--- config.mk ---
export PLATFORM = sky130hd
export DESIGN_NAME = count_seq_monitor
export DESIGN_NICKNAME = d
export VERILOG_FILES = /design/src/rtl/count_mon_pkg.sv /design/src/rtl/sat_counter.sv /design/src/rtl/count_seq_monitor.sv
export SDC_FILE = /design/constraint.sdc
export NUM_CORES = 1
export LEC_CHECK = 0
export ABC_AREA = 1
export CORE_MARGIN = 10
export CORE_UTILIZATION = 30
export CTS_CLUSTER_SIZE = 25
export DETAILED_ROUTE_END_ITERATION = 10
export PLACE_DENSITY = 0.47
export SYNTH_ARGS = -nofsm -noshare
export SYNTH_HDL_FRONTEND = slang
export SYNTH_SLANG_ARGS = --single-unit
--- constraint.sdc ---
create_clock -name clk -period 4.86 [get_ports clk]
set_clock_uncertainty 0.15 [all_clocks]
set_input_delay 0.486 -clock clk [delete_from_list [all_inputs] [get_ports clk]]
set_output_delay 0.486 -clock clk [all_outputs]
set_load 0.01 [all_outputs]
--- src/rtl/count_mon_pkg.sv ---
// rtl/count_mon_pkg.sv - shared types, defaults and next-value helper for count_seq_monitor
package count_mon_pkg;

  localparam int DEF_WIDTH  = 4;
  localparam int DEF_LOCK_N = 3;
  localparam int DEF_ERR_W  = 8;
  localparam int EXP_W      = 16;

  typedef enum logic [1:0] {
    IDLE   = 2'd0,
    HUNT   = 2'd1,
    LOCKED = 2'd2
  } state_t;

  // Callers truncate the result to their own width, which gives the modulo wrap for free.
  function automatic logic [EXP_W-1:0] next_expected(input logic [EXP_W-1:0] value,
                                                     input logic             dir);
    return dir ? value + EXP_W'(1) : value - EXP_W'(1);
  endfunction

endpackage

--- src/rtl/sat_counter.sv ---
// rtl/sat_counter.sv - saturating up counter with synchronous active-low clear
module sat_counter #(
  parameter int W = 8
) (
  input  logic         clk,
  input  logic         clr_n,
  input  logic         inc,
  output logic [W-1:0] count
);

  always_ff @(posedge clk) begin
    if (!clr_n) begin
      count <= '0;
    end else if (inc && (count != {W{1'b1}})) begin
      count <= count + W'(1);
    end
  end

endmodule

--- src/rtl/count_seq_monitor.sv ---
// rtl/count_seq_monitor.sv - locks onto a +1 counter stream, flags breaks, counts errors, reports wraps
// Optional macro CNT_MON_DIR_EN adds a dir input for up/down checking.
module count_seq_monitor
  import count_mon_pkg::*;
#(
  parameter int WIDTH  = DEF_WIDTH,
  parameter int LOCK_N = DEF_LOCK_N,
  parameter int ERR_W  = DEF_ERR_W
) (
  input  logic             clk,
  input  logic             reset,
  input  logic [WIDTH-1:0] q,
  input  logic             q_valid,
`ifdef CNT_MON_DIR_EN
  input  logic             dir,
`endif
  output logic             locked,
  output logic             err_pulse,
  output logic [ERR_W-1:0] err_count,
  output logic             wrap_pulse,
  output logic [WIDTH-1:0] last_q
);

  localparam logic [3:0] LOCK_TH = 4'(LOCK_N);

  state_t           state;
  logic [3:0]       match_cnt;
  logic             dir_up;
  logic [WIDTH-1:0] expected;
  logic             match;
  logic             at_wrap;
  logic             err_event;

`ifdef CNT_MON_DIR_EN
  assign dir_up = dir;
`else
  assign dir_up = 1'b1;
`endif

  assign expected  = WIDTH'(next_expected(EXP_W'(last_q), dir_up));
  assign match     = (q == expected);
  // A matching sample from the boundary value is by definition the wrap transition.
  assign at_wrap   = dir_up ? (last_q == {WIDTH{1'b1}}) : (last_q == {WIDTH{1'b0}});
  assign err_event = q_valid && (state == LOCKED) && !match;

  assign locked = (state == LOCKED);

  always_ff @(posedge clk) begin
    if (!reset) begin
      state      <= IDLE;
      match_cnt  <= 4'd0;
      last_q     <= '0;
      err_pulse  <= 1'b0;
      wrap_pulse <= 1'b0;
    end else begin
      err_pulse  <= 1'b0;
      wrap_pulse <= 1'b0;
      if (q_valid) begin
        last_q <= q;
        case (state)
          IDLE: begin
            state     <= HUNT;
            match_cnt <= 4'd0;
          end
          HUNT: begin
            if (match) begin
              if (match_cnt + 4'd1 >= LOCK_TH) begin
                state     <= LOCKED;
                match_cnt <= 4'd0;
              end else begin
                match_cnt <= match_cnt + 4'd1;
              end
            end else begin
              match_cnt <= 4'd0;
            end
          end
          LOCKED: begin
            if (match) begin
              wrap_pulse <= at_wrap;
            end else begin
              err_pulse <= 1'b1;
              state     <= HUNT;
              match_cnt <= 4'd0;
            end
          end
          default: begin
            state     <= IDLE;
            match_cnt <= 4'd0;
          end
        endcase
      end
    end
  end

  sat_counter #(
    .W(ERR_W)
  ) u_err_cnt (
    .clk  (clk),
    .clr_n(reset),
    .inc  (err_event),
    .count(err_count)
  );

endmodule

======== After elaboration in Yosys (flattened, before gate mapping) ========
Cells that the tools add are included.
Widths: inputs -> output; s select.
cells by class
  mux-type cells .......................... 9
  divide/modulo/power cells ............... 0
  $mul .................................... 0
  add/subtract/negate cells ............... 3
  eq/ne operators ......................... 8
  bitwise logic cells ..................... 0
  reduce and logical (&&, ||, !) cells .... 9
  shift-type cells ........................ 0
  $lt $le $gt $ge ......................... 1
operators by type and width
  cell                 number
  $mux 4               3
  $add 4x1->4 const B  2
  $add 8x1->8 const B  1
  $ne 8x8->1 const B   1
  $pmux 4 s2           1
  $reduce_and 4->1     2
  $mux 2               3
  $ne 2x2->1 const B   3
  $pmux 2 s3           1
  $eq 4x4->1           1
  $eq 4x4->1 const B   1
  $ge 4x2->1 const B   1
  $logic_and 1x1->1    3
  $reduce_and 3->1     1
  $eq 2x1->1 const B   1
  $eq 2x2->1 const B   1
  $logic_not 2->1      1
  $reduce_and 2->1     1
  $logic_not 1->1      1
  $mux 1               1
storage, ports and cells
  bits of input ports ..................... 7
  output and inout bits ................... 15
  memories ................................ 0
  ROM bits ................................ 0
  register bits ........................... 20
  RAM bits ................................ 0
  bits in latches ......................... 0

======== Logic depth before layout (Yosys ltp) ========
Gate-level depths: netlist (run 1).
  depth after elaboration ................. 5
  depth in mapped cells ................... 12
  gate-level depth less buffers ........... 12

======== Cells and area by module ========
Synthesis (run 1) repeated with hierarchy kept, for this count alone.
second synthesis, totals
  cell total of the unflattened synthesis .. 168
  area total of the unflattened synthesis .. 1174.9 µm²
modules (own cells, without submodules)
  module             cells an instance  seq. area each (µm²)  times used  area each (µm²)
  count_seq_monitor  92                 240.2                 1           678.2
  sat_counter        76                 160.2                 1           496.7

======== Worst setup path before layout (run 1) ========
OpenSTA, ideal clock, no wires.
  path type ............................... register to register
  from .................................... reg last_q[0]
  to ...................................... reg match_cnt[0]
  setup time .............................. 113 ps
  cell stages (with the launch flop) ...... 10
  arrival ................................. 1461 ps
  clock period less this slack ............ 1723 ps
  path slack .............................. 3137 ps
  cells stage by stage .................... dfxtp_1 ha_1 xnor2_1 nand2_1 nor2_4 nand3_2 nand2_4 inv_4 o21ai_2 nor2_1
on the way
  cells in the longest elaborated chain, start to end .. 4
  elaborated cells on any way between the ends .. 6
  those cells by class .................... add/sub: 1; eq/ne: 2; mux: 2; reduce/logical: 1
ends and longest elaborated chain
  item                                            line                     source
  start: declaration                              count_seq_monitor.sv:21  output logic [WIDTH-1:0] last_q
  start signal: assignment                        count_seq_monitor.sv:59  last_q <= q;
  $add 4x1->4 (*)                                 count_mon_pkg.sv:18      return dir ? value + EXP_W'(1) : value - EXP_W'(1);
  $eq 4x4->1 (*)                                  count_seq_monitor.sv:41  assign match = (q == expected);
  $mux 4 or $ne 2x2->1 (tied branches)            n/a
  $pmux 4 s2 or $reduce_and 2->1 (tied branches)  n/a
  end signal: assignment                          count_seq_monitor.sv:71  match_cnt <= match_cnt + 4'd1;
  end: declaration                                count_seq_monitor.sv:27  logic [3:0] match_cnt;
Mark *: on every way between the ends. The rest lies on a longest branch, timed or not.
A chain may end at the register's enable or synchronous reset.

======== Worst setup path after layout (run 1) ========
  from .................................... reg state[1]
  to ...................................... out locked
on the way
  cells in the longest elaborated chain, start to end .. 1
ends and longest elaborated chain
  item                      line                     source
  start: declaration        count_seq_monitor.sv:26  state_t state;
  start signal: assignment  count_seq_monitor.sv:50  state <= IDLE;
  start signal: assignment  count_seq_monitor.sv:62  state <= HUNT;
  start signal: assignment  count_seq_monitor.sv:68  state <= LOCKED;
  $eq 2x2->1                count_seq_monitor.sv:46  assign locked = (state == LOCKED);
  end: declaration          count_seq_monitor.sv:17  output logic locked,
Every way passes these cells.

==> impl_metrics.py, run 1 <==
metrics = {
    "power_and_ir_drop": {
        "design_power_total_mw": 0.327,
        "power_density_mw_per_mm2": 232,
        "p_comb_share_pct": 14.1,
        "power_leakage_nw": 0.535,
        "pwr-share-clk_pct": 32.9,
        "power.switching_fraction_pct": 25.9,
        "vdd.ir_drop.worst_v": 0.000171,
        "switching_power_mw": 0.0846,
        "power.sequential.fraction_pct": 53.0,
        "cell_internal_pwr_mw": 0.242,
    },
    "global_routing": {
        "number_of_global_route_vias_before_repair": 1036,
        "antenna_found_initial": 0,
        "grt_util_all_layers_pct": 9.02,
        "grt_pass1_wl_um": 4800,
        "globalRoute.totalOverflow": 0,
        "grt_max_degree": 14,
    },
    "route": {
        "drt_iter0_markers": 63,
        "detailedRoute.firstPassIterationCount": 4,
        "routed_wire_length_per_instance_um": 12.1,
        "antenna_violating_nets_post_route": 0,
        "avgViaCountPerCell": 4.60,
        "num_vias": 1007,
        "drc_violations": 0,
        "wirelength_um": 2640,
    },
    "sta": {
        "finalCriticalPeriod_ns": 2.12,
        "finalCritPeriodShare_pct": 43.6,
        "setup_violations": 0,
        "timing.final.ws_setup_ns": 2.74,
        "final.setup.tns_ns": 0,
        "unrepaired_setup_endpoints_after_global_routing": "false",
        "final_max_slew_viol_count": 0,
        "whs_ns": 0.312,
        "timing_hold_violations_final": 0,
        "worst_slew_pin_slew_ns": 0.542,
        "fmax_mhz": 471,
        "relative_max_transition_margin_pct": 63.8,
    },
    "synth": {
        "yosysMostFrequentCell": "sky130_fd_sc_hd__nor2_1",
        "synth.top_cells.by_count": "sky130_fd_sc_hd__nor2_1 (23), sky130_fd_sc_hd__nand2_1 (21), sky130_fd_sc_hd__dfxtp_1 (20)",
        "synth_warnings": 0,
        "synth.top_cells.by_area": "sky130_fd_sc_hd__dfxtp_1 (36%), sky130_fd_sc_hd__nor2_1 (7.8%), sky130_fd_sc_hd__nand2_1 (7.1%)",
        "yosysTopAreaCell": "sky130_fd_sc_hd__dfxtp_1",
        "synth_top_area_share_pct": 36.1,
        "yosys.cell_types.count": 26,
        "synth_fa_ha_area_share_pct": 4.51,
        "synth-main-ff-cell": "sky130_fd_sc_hd__dfxtp_1",
        "synth_xor_xnor_area_share_pct": 5.52,
        "synth_sequential_area_ratio_pct": 36.1,
        "synth_async_sr_flop_share_pct": 0,
        "synth_fp_nets": 160,
        "synth_edf_count": 0,
        "synth-compound-area-share_pct": 11.4,
        "mappedNetlistArea_mm2": 0.00111,
        "postSynthCellCount": 149,
        "synth_simple_gate_area_share_pct": 34.5,
        "synth_top_family_by_area": "simple AND/OR/NAND/NOR gates",
        "synth-seq-cells": 20,
        "synthMuxAreaShare_pct": 0,
        "per_instance_average_area_after_synthesis_um2": 7.45,
    },
    "floorplanning": {
        "width_of_the_die_um": 80.8,
        "pin_count": 22,
        "initial_utilization_pct": 30.8,
        "dieArea_mm2": 0.00653,
        "die_h_um": 80.8,
        "floorplan.rows": 22,
        "core_mm2": 0.00361,
    },
    "clock_tree": {
        "num_cts_buffers": 3,
        "cts-hold-fix-buffers": 0,
        "cts_repair_resize_count": 0,
        "cts_buffer_depth": 2,
        "post-cts-setup-buffer-count": 0,
        "cts.root.buffer_cell": "sky130_fd_sc_hd__clkbuf_8",
        "clk-insertion-delay-late_ns": 0.25,
        "h_tree_lvl_count": 1,
        "cts.sinks": 20,
        "clk_pin_slew_worst_paths_ns": 0.07,
        "tritoncts": "built",
    },
    "setup_path": {
        "setup.worst_path.start_class": "flop",
        "critical_path.endpoint_type": "output pin",
        "worst_path_dominant_cell_family": "buffers and inverters",
        "setup.worst_path.class": "reg -> out",
        "crit_required_ns": 4.22,
        "crit_arrival_ns": 1.49,
        "cp_cell_sequence": "inv_1 > nor2_1 > clkdlybuf4s50_1",
        "critical_path_buf_inv_count": 2,
        "worst-r2r-cell-count": 9,
        "timing.critical_path.slowest_cell_delay_ns": 0.58,
        "critical-path-slowest-cell": "sky130_fd_sc_hd__clkdlybuf4s50_1",
        "critPathMaxFanout": 3,
        "r2r_slack_ns": 3.02,
        "worst-path-stages": 3,
    },
    "final_layout": {
        "final_util_pct": 39.1,
        "diodes": 0,
        "drive_above_1_share_pct": 11.1,
        "nets": 184,
        "area_delta_synth_final_pct": 27.1,
        "finalInstanceArea_mm2": 0.00141,
        "layoutNonFillerInstCount": 219,
    },
    "run_status": {
        "outcome": "finished clean",
    },
    "placement": {
        "place.gp.congestion": 0.838,
        "dp_slack_ns": 2.49,
        "place_inst": 216,
        "portBuffers": 21,
        "dpl-instance-area_mm2": 0.00137,
        "detailed_place_hpwl_um": 2060,
    },
    "min_path": {
        "holdCritPathClass": "reg -> reg",
        "hold_depth": 2,
    },
    "flow_run": {
        "maxCapViolCount": 0,
    },
}
[path summary, 6_finish.rpt]
kind	from	end
min	match_cnt[3]	match_cnt[3]
min reg2reg	match_cnt[3]	match_cnt[3]
max	state[1]	locked
max reg2reg	last_q[0]	match_cnt[0]
[flip-flops by register name, summed over array words and instances, names as in the netlist]
register and count:
state 2, last_q 4, wrap_pulse 1, u_err_cnt.count 8, match_cnt 4, err_pulse 1
[power by group through the flow]
stage               clock, mW  sequential (mW)  combinational, mW
CTS                     0.115            0.173             0.0466
global placement            0            0.177             0.0454
finish                  0.108            0.173             0.0460
floorplan                   0            0.177             0.0295
global route            0.121            0.174             0.0516
detailed placement          0            0.177             0.0463
[layout make-up]
| cell class | instances | area (um^2) |
|---|---|---|
| Tap cell | 48 | 60.1 |
| Clock buffer | 3 | 41.3 |
| Multi-Input combinational cell | 107 | 621 |
| Sequential cell | 20 | 400 |
| Timing Repair Buffer | 21 | 210 |
| Fill cell | 401 | 2200 |
| Inverter | 20 | 77.6 |
[worst register-to-register path, stage by stage (launching register included)]
cell and delay, ns:
sky130_fd_sc_hd__dfxtp_1 0.41, sky130_fd_sc_hd__ha_1 0.27, sky130_fd_sc_hd__xnor2_1 0.15, sky130_fd_sc_hd__nand2_1 0.11, sky130_fd_sc_hd__nor2_4 0.17, sky130_fd_sc_hd__nand3_2 0.13
sky130_fd_sc_hd__nand2_4 0.12, sky130_fd_sc_hd__inv_4 0.07, sky130_fd_sc_hd__o21ai_2 0.10, sky130_fd_sc_hd__nor2_1 0.06
[kinds of logic after synthesis]
| family | after synthesis |
|---|---|
| simple gates | 73 |
| compound gates | 23 |
| buf+inv | 22 |
| flops | 20 |
| xor+xnor | 7 |
| fa+ha+maj | 4 |
[cell usage in the layout, fill, tap and decap left out, types with 3 or more instances in the layout]
cell	count
sky130_fd_sc_hd__clkdlybuf4s50_1	21
sky130_fd_sc_hd__nand2_1	21
sky130_fd_sc_hd__o21ai_0	4
sky130_fd_sc_hd__o21ai_1	5
sky130_fd_sc_hd__nand3_1	8
sky130_fd_sc_hd__clkbuf_8	3
sky130_fd_sc_hd__ha_1	4
sky130_fd_sc_hd__nor2_1	23
sky130_fd_sc_hd__nand4_1	9
sky130_fd_sc_hd__xnor2_1	6
sky130_fd_sc_hd__nand2_2	3
sky130_fd_sc_hd__a21oi_1	11
sky130_fd_sc_hd__inv_1	18
sky130_fd_sc_hd__dfxtp_1	20
[metal layers]
layer | GRT usage (%) | routed length [um]
met5 | 0 | 0
met4 | 2.08 | 32
met3 | 4.30 | 167
met2 | 15.0 | 1280
met1 | 10.2 | 1160
(Power assumes the default switching activity.)
==> inputs of run 2 (changes only) <==
- clock period: 4.86 -> 1.99 ns (I/O delays scaled with it)
==> impl_metrics.py, run 2 (synthesis results as in run 1) <==
metrics = {
    "route": {
        "wirelength_um": 2650,
        "routed_wire_length_per_instance_um": 11.9,
        "detailedRoute.firstPassIterationCount": 4,
        "drt_iter0_markers": 41,
        "num_vias": 1020,
        "avgViaCountPerCell": 4.57,
        "antenna_violating_nets_post_route": 0,
        "drc_violations": 0,
    },
    "sta": {
        "finalCritPeriodShare_pct": 90.1,
        "worst_slew_pin_slew_ns": 0.306,
        "setup_violations": 0,
        "final_max_slew_viol_count": 0,
        "finalCriticalPeriod_ns": 1.79,
        "final.setup.tns_ns": 0,
        "relative_max_transition_margin_pct": 79.6,
        "fmax_mhz": 558,
        "unrepaired_setup_endpoints_after_global_routing": "false",
        "timing_hold_violations_final": 0,
    },
    "power_and_ir_drop": {
        "p_comb_share_pct": 13.7,
        "pwr-share-clk_pct": 36.0,
        "power_density_mw_per_mm2": 581,
        "switching_power_mw": 0.205,
        "cell_internal_pwr_mw": 0.636,
        "power_leakage_nw": 0.557,
        "vdd.ir_drop.worst_v": 0.000241,
        "power.switching_fraction_pct": 24.4,
        "power.sequential.fraction_pct": 50.3,
    },
    "placement": {
        "place_inst": 219,
        "portBuffers": 21,
        "place.gp.congestion": 0.803,
        "dpl-instance-area_mm2": 0.00139,
        "detailed_place_hpwl_um": 2120,
    },
    "final_layout": {
        "largest_registers": "u_err_cnt.count (8), last_q (4), match_cnt (4)",
        "largest_register_ffs": 8,
        "layout_common_cells": "sky130_fd_sc_hd__nor2_1 (23), sky130_fd_sc_hd__nand2_1 (21), sky130_fd_sc_hd__clkdlybuf4s50_1 (21), sky130_fd_sc_hd__dfxtp_1 (20), sky130_fd_sc_hd__inv_1 (18)",
        "drive_above_1_share_pct": 13.1,
        "final_common_cell": "sky130_fd_sc_hd__nor2_1",
        "ff_latch_area_um2": 400,
        "area_delta_synth_final_pct": 30.3,
        "n_fill_cell": 379,
        "diodes": 0,
        "finalInstanceArea_mm2": 0.00145,
        "nets": 187,
        "largest_register": "u_err_cnt.count",
        "layoutNonFillerInstCount": 223,
        "multi_input_area_um2": 621,
    },
    "floorplanning": {
        "floorplan.rows": 22,
        "initial_utilization_pct": 30.8,
        "width_of_the_die_um": 80.8,
        "dieArea_mm2": 0.00653,
        "pin_count": 22,
        "die_h_um": 80.8,
        "core_mm2": 0.00361,
    },
    "setup_path": {
        "critPathMaxFanout": 3,
        "critical_path.endpoint_type": "output pin",
        "critical_path.reg2reg.endpoint": "match_cnt[0]",
        "crit_arrival_ns": 1.44,
        "setup.worst_path.start_class": "flop",
        "critical_path_endpoint": "locked",
        "setup.worst_path.class": "reg -> out",
        "worst-r2r-cell-count": 9,
        "crit_start": "state[1]",
        "regToRegStartpoint": "last_q[0]",
        "r2r_slack_ns": 0.21,
        "crit_required_ns": 1.64,
    },
    "clock_tree": {
        "post-cts-setup-buffer-count": 0,
        "cts_repair_resize_count": 0,
        "clk_pin_slew_worst_paths_ns": 0.07,
        "tritoncts": "built",
        "clk-insertion-delay-late_ns": 0.25,
        "cts_buffer_depth": 2,
        "num_cts_buffers": 3,
        "cts.sinks": 20,
        "cts.root.buffer_cell": "sky130_fd_sc_hd__clkbuf_8",
        "h_tree_lvl_count": 1,
        "cts-hold-fix-buffers": 0,
    },
    "global_routing": {
        "antenna_found_initial": 0,
        "grt_pass1_wl_um": 4740,
        "grt_max_degree": 12,
        "grt_util_all_layers_pct": 8.99,
        "globalRoute.totalOverflow": 0,
        "number_of_global_route_vias_before_repair": 1046,
    },
    "flow_run": {
        "maxCapViolCount": 0,
    },
    "min_path": {
        "holdCritPathClass": "reg -> reg",
    },
    "run_status": {
        "outcome": "finished clean",
    },
}
==> run 2: area by class of cell <==
class	instances	area share (%)
Clock buffer	4	3.81
Timing Repair Buffer	24	16.1
Sequential cell	20	27.7
Inverter	20	5.36
Tap cell	48	4.15
Multi-Input combinational cell	107	42.9
==> run 2: critical path, stage by stage, from the launching register on <==
cell	delay, ns
sky130_fd_sc_hd__dfxtp_1	0.35
sky130_fd_sc_hd__inv_1	0.08
sky130_fd_sc_hd__nor2_1	0.18
sky130_fd_sc_hd__clkdlybuf4s50_1	0.58
==> run 2: how the worst min path moves through the flow <==
stage / slack, ns / to / start / cells past startpoint
global route: 0.34 / match_cnt[3] / match_cnt[3] / 2
CTS: 0.31 / match_cnt[3] / match_cnt[3] / 2
finish: 0.30 / match_cnt[3] / match_cnt[3] / 2
floorplan: 0.18 / last_q[0] / q[0] / 2
detailed placement: 0.29 / match_cnt[3] / match_cnt[3] / 2
global placement: 0.29 / match_cnt[3] / match_cnt[3] / 2
==> run 2: layer usage <==
metal	share of wire, %	track usage (%)	wire length, um	vias to the layer above
li1	-	-	-	540
met1	44	10.9	1180	459
met2	49	14.4	1290	17
met3	5.9	3.20	157	4
met4	0.83	3.11	22	0
met5	0	0	0	-
==> run 2: power by group through the flow <==
| stage | combinational (mW) | clock, mW | sequential (mW) |
|---|---|---|---|
| after floorplan | 0.0721 | 0 | 0.432 |
| after global placement | 0.115 | 0 | 0.433 |
| after detailed placement | 0.117 | 0 | 0.432 |
| after CTS | 0.118 | 0.320 | 0.423 |
| after global routing | 0.132 | 0.335 | 0.425 |
| final | 0.115 | 0.303 | 0.423 |
==> run 2: through the flow <==
stage	setup WS [ns]	util, %	total power [mW]	hold slack (ns)
after floorplan	0.267	-	0.504	0.184
final	0.197	40.1	0.841	0.301
after global placement	0.155	38.6	0.548	0.290
after detailed placement	0.134	38.6	0.550	0.294
after global routing	0.0235	40.1	0.892	0.345
after CTS	0.180	40.1	0.861	0.305
==> inputs of run 3 (changes only) <==
- CAP_MARGIN: unset -> 20
==> results of run 3 <==
Same layout as run 2: the final DEF is identical, and so are final timing and power.
